$ cat src/rtl/alu_arbiter.sv
// alu_arbiter: two-port valid/ready arbiter and sequencer for one shared ALU.
// Define ALU_ARB_RR_EN for round-robin arbitration (default: port 0 priority).
module alu_arbiter #(
   parameter int DATA_WIDTH    = 32,
   parameter int OPCODE_LENGTH = 4
) (
   input  logic                     clk,
   input  logic                     rst_n,
   input  logic                     req0_valid,
   output logic                     req0_ready,
   input  logic [DATA_WIDTH-1:0]    req0_src_a,
   input  logic [DATA_WIDTH-1:0]    req0_src_b,
   input  logic [OPCODE_LENGTH-1:0] req0_op,
   input  logic                     req1_valid,
   output logic                     req1_ready,
   input  logic [DATA_WIDTH-1:0]    req1_src_a,
   input  logic [DATA_WIDTH-1:0]    req1_src_b,
   input  logic [OPCODE_LENGTH-1:0] req1_op,
   output logic                     rsp0_valid,
   input  logic                     rsp0_ready,
   output logic                     rsp1_valid,
   input  logic                     rsp1_ready,
   output logic [DATA_WIDTH-1:0]    rsp_result,
   output logic [DATA_WIDTH-1:0]    alu_src_a,
   output logic [DATA_WIDTH-1:0]    alu_src_b,
   output logic [OPCODE_LENGTH-1:0] alu_operation,
   input  logic [DATA_WIDTH-1:0]    alu_result,
   output logic                     busy
);

   typedef enum logic [1:0] {
      IDLE = 2'd0,
      EXEC = 2'd1,
      RESP = 2'd2
   } state_t;

   state_t                   r_state;
   state_t                   w_next;
   logic                     r_grant;
   logic [DATA_WIDTH-1:0]    r_src_a;
   logic [DATA_WIDTH-1:0]    r_src_b;
   logic [OPCODE_LENGTH-1:0] r_op;
   logic [DATA_WIDTH-1:0]    r_result;
   logic                     w_pick1;
   logic                     w_acc0;
   logic                     w_acc1;
   logic                     w_accept;
   logic                     w_rsp_hs;

`ifdef ALU_ARB_RR_EN
   logic r_last;

   // On contention, grant the port that was not served last.
   always_comb begin
      if (req0_valid && req1_valid) w_pick1 = ~r_last;
      else                          w_pick1 = req1_valid;
   end

   always_ff @(posedge clk or negedge rst_n) begin
      if (!rst_n)        r_last <= 1'b1;
      else if (w_accept) r_last <= w_pick1;
   end
`else
   assign w_pick1 = req1_valid & ~req0_valid;
`endif

   assign w_acc0   = (r_state == IDLE) & req0_valid & ~w_pick1;
   assign w_acc1   = (r_state == IDLE) & req1_valid & w_pick1;
   assign w_accept = w_acc0 | w_acc1;
   assign w_rsp_hs = (r_state == RESP) &
                     (r_grant ? rsp1_ready : rsp0_ready);

   always_ff @(posedge clk or negedge rst_n) begin
      if (!rst_n) r_state <= IDLE;
      else        r_state <= w_next;
   end

   always_comb begin
      w_next = r_state;
      unique case (r_state)
         IDLE:    if (w_accept) w_next = EXEC;
         EXEC:    w_next = RESP;
         RESP:    if (w_rsp_hs) w_next = IDLE;
         default: w_next = IDLE;
      endcase
   end

   always_ff @(posedge clk or negedge rst_n) begin
      if (!rst_n) begin
         r_grant  <= 1'b0;
         r_src_a  <= '0;
         r_src_b  <= '0;
         r_op     <= '0;
         r_result <= '0;
      end else begin
         if (w_accept) begin
            r_grant <= w_pick1;
            r_src_a <= w_pick1 ? req1_src_a : req0_src_a;
            r_src_b <= w_pick1 ? req1_src_b : req0_src_b;
            r_op    <= w_pick1 ? req1_op    : req0_op;
         end
         if (r_state == EXEC) r_result <= alu_result;
      end
   end

   assign req0_ready    = w_acc0;
   assign req1_ready    = w_acc1;
   assign rsp0_valid    = (r_state == RESP) & ~r_grant;
   assign rsp1_valid    = (r_state == RESP) & r_grant;
   assign rsp_result    = r_result;
   assign alu_src_a     = r_src_a;
   assign alu_src_b     = r_src_b;
   assign alu_operation = r_op;
   assign busy          = (r_state != IDLE);

endmodule

$ cat config.mk
export PLATFORM = sky130hd
export DESIGN_NAME = alu_arbiter
export DESIGN_NICKNAME = d
export VERILOG_FILES = /design/src/rtl/alu_arbiter.sv
export SDC_FILE = /design/constraint.sdc
export NUM_CORES = 1
export LEC_CHECK = 0
export ABC_AREA = 1
export CAP_MARGIN = 10
export CORE_ASPECT_RATIO = 1.75
export CORE_MARGIN = 2
export CORE_UTILIZATION = 39
export CTS_CLUSTER_DIAMETER = 200
export DETAILED_ROUTE_END_ITERATION = 6
export GPL_TIMING_DRIVEN = 0
export PLACE_DENSITY = 0.79
export SLEW_MARGIN = 25
export SYNTH_ARGS = -nofsm -noshare
export SYNTH_HDL_FRONTEND = slang
export SYNTH_SLANG_ARGS = --single-unit
$ cat constraint.sdc
create_clock -name clk -period 1.4 [get_ports clk]
set_input_delay 0.28 -clock clk [delete_from_list [all_inputs] [get_ports clk]]
set_output_delay 0.28 -clock clk [all_outputs]
set_load 0.02 [all_outputs]
==> impl_results.md <==
- Gr usage total: 0.2557
- Top delay family on crit path: flip-flops
- Status: complete, but fails checks
- Top FF cell, synth: dfrtp_1
- Vias in the first global route: 5346
- Leading area contributor after synthesis: dfrtp_1
- Detailed Route WL: 17780 um
- Via Count: 5492
- Clock Skews: 0.009500 ns
- Syn_nets: 849
- Final setup TNS: -0.9699 ns
- Post-synth EDFFs: 0
- Power density over the cells: 1991 mW/mm^2
- FP Rows: 54
- CTS H-Tree Depth: 3
- Synth top cells by count: nand2_1, dfrtp_1, nand3_1
- CTS root buf: clkbuf_16
- HPWL Detailed: 13340 um
- Final hold vios: 0
- Internal Power: 9.788 mW
- Slowest CP cell: dfrtp_1
- Yosys top cell area share: 0.5231
- Placer congestion estimate: 0.8809
- GRT Residual Overflow: 0
- Placed Instance Area: 0.007939 mm^2
- Arrival time worst endpoint: 1.26 ns
- Synthesis-to-layout area growth: 72.75%
- Die ar.: 0.01358 mm^2
- Die X: 88.97 um
- CTS tree: yes
- Fillers: 1100
- CP Launch Type: flop
- Pre-CTS setup slack: -1.160 ns
- Sum of buffers and inverters on the critical path: 3
- Die Ht: 152.7 um
- Final Worst Setup Slack: -0.1390 ns
- Clk_lat worst skew: 0.35 ns
- Layout net count: 1155
- Slowest stage delay, CP: 0.42 ns
- Unrepaired setup endpoints after global routing: yes
- DRC: 0
- Failing checks: setup timing
- CP max FO: 2
- Source of the critical timing path: r_state[1]
- Req. time, crit path: 1.12 ns
- Ys Warns: 0
- Crit path top cell by count: buf_6
- Async SR Flop Fraction: 1.000
- NetSw: 7.155 mW
- Setup Viol. Count Final: 33
- Maximum clock insertion buffer count: 2
- Dominant cells by area after synthesis: dfrtp_1, nand2_1, nand3_1, buf_2, clkbuf_1
- 1st-pass router iterations: 4
- CP Cell Sequence: buf_6, nor2_4, nand3_2, inv_2, buf_6
- Post-route ant nets: 0
- Sequential area share after synthesis: 0.5231
- Endpoint class of the critical path: output pin
- Crit path kind: flop to output pin
- Max Freq: 649.8 MHz
- Global-route wire length before repair: 26940 um
- Min-Delay Path Class: input pin to async pin
- Number of clock sinks: 103
- Post-Synthesis Cells: 675
- Tcrit/Tclk final: 1.099
- Clock network fraction of design power: 0.165
- Vias per cell: 4.759
- Most frequent cell after synthesis: nand2_1
- Reg2reg start: r_state[1]
- Logic pwr share: 0.532
- Max cap viols: 0
- Leak pwr: 4.565 nW
- Slew HR: 0.6535
- Avg Synthesized Cell Area: 7.300 um^2
- CTS clk-pin slew, worst paths: 0.07 ns
- Antenna violations before repair: 0
- Slew Viols, Final: 0
- Min Tclk post-route: 1.539 ns
- Synthesis-stage register bit count: 103
- Slew at the pin closest to its max-slew limit: 0.5197 ns
- Switching share of power: 0.4223
- TritonCTS buffer count: 9
- Pin count of the biggest net entering global routing: 54
- I/O pin count: 279
- Synth cell types: 16
- Core area: 0.01243 mm^2
- Wire per inst: 15.41 um
- Flop pwr share: 0.303
- Starting density of the core: 0.3963
- Layout cell share with drive strength beyond 1: 0.08528
- Drt initial violations: 220
- Port Buf Inserts: 277
- Post-Syn Area: 0.004927 mm^2
- Peak VDD IR: 887.0 uV
- Design area: 0.008512 mm^2
## state kept, by name (all words and copies together) (netlist names)
register / cells
alu_src_a: 32
rsp_result: 32
r_state: 2
alu_operation: 4
r_grant: 1
alu_src_b: 32
## cells in the final DEF (no fill, tap or decap), types with 3 or more instances in the layout
| cell | netlist | final |
|---|---|---|
| nand2_1 | 409 | 408 |
| clkdlybuf4s50_1 | 0 | 170 |
| dfrtp_1 | 103 | 103 |
| nand3_1 | 102 | 101 |
| dlygate4sd2_1 | 0 | 100 |
| buf_6 | 1 | 18 |
| buf_4 | 6 | 14 |
| clkbuf_16 | 0 | 12 |
| clkbuf_1 | 18 | 10 |
| buf_2 | 17 | 7 |
| clkbuf_4 | 0 | 5 |
| buf_8 | 0 | 4 |
| buf_1 | 4 | 4 |
| inv_4 | 0 | 3 |
| nor2_4 | 1 | 3 |
## per-layer routing
metal  routed length (um)  share of wire  vias up  global-route usage
li1                     -              -     2706                   -
met1                 6459           0.36     2543              0.2765
met5                    0              0        -                   0
met2                 9557           0.54      201              0.4716
met3                 1124          0.063       42             0.04821
met4                  643          0.036        0             0.09950
## path summary, 6_finish.rpt
check	depth (start not counted)	endpoint	slack, ns
max in group asynchronous	3	alu_src_b[13]	0.31
hold / removal	2	rsp_result[6]	0.46
min in group clk	2	rsp_result[28]	0.47
setup / recovery	5	req1_ready	-0.14
hold reg to reg	2	rsp_result[28]	0.47
setup reg to reg	9	alu_src_b[28]	-0.04
## worst reg2reg max path: stages, from the launching register on
cell	delay, ns
dfrtp_1	0.42
buf_6	0.14
nor2_4	0.10
buf_4	0.12
o21ai_4	0.08
inv_4	0.14
buf_8	0.15
clkbuf_16	0.14
nand2_1	0.04
nand2_1	0.05
## final cells by class
class	instances	area, um^2	share of cell area
Timing Repair Buffer	295	2889	0.3394
Multi-Input combinational cell	519	2130	0.2502
Inverter	7	38.79	0.004557
Buffer	46	334.1	0.03925
Tap cell	168	210.2	0.02470
Clock buffer	11	252.7	0.02969
Sequential cell	103	2577	0.3028
Antenna cell	1	2.502	0.0002940
Clock inverter	4	77.57	0.009114
## kinds of logic (layout without fill, tap and decap cells)
logic type	count (synthesis)	after routing	synth area share
AO/OA/AOI/OAI	2	2	0.004317
buffers and inverters	53	363	0.05078
flip-flops	103	103	0.5231
other	0	1	0
AND/OR/NAND/NOR	517	517	0.4218
## power groups by stage
stage / Combinational (mW) / Clock (mW) / Sequential [mW]
2_1_floorplan: 2.81 / 0 / 6.87
3_3_place_gp: 8.84 / 0 / 5.15
3_5_place_dp: 9.01 / 0 / 5.19
4_1_cts: 8.28 / 2.81 / 5.12
5_1_grt: 9.78 / 2.94 / 5.29
6_report: 9.01 / 2.80 / 5.13
## metrics by stage
stage,std cells,utilization,hold slack (ns),total power [mW]
2_1_floorplan,675,-,-0.01559,9.682
3_3_place_gp,1120,0.6363,0.4518,14.00
3_5_place_dp,1121,0.6386,0.2699,14.20
4_1_cts,1140,0.6623,0.4689,16.21
5_1_grt,1153,0.6845,0.4801,18.01
6_report,1154,0.6847,0.4578,16.94
## what timing repair did
item,4_1_cts,5_1_grt
setup buffers,3,10
setup endpoints to repair,161,61
resized for setup,153,54
hold buffers,1,0
pin swaps,1,2
cloned,0,3
endpoints found under the hold margin,52,0
Power figures use the tool's default switching activity.
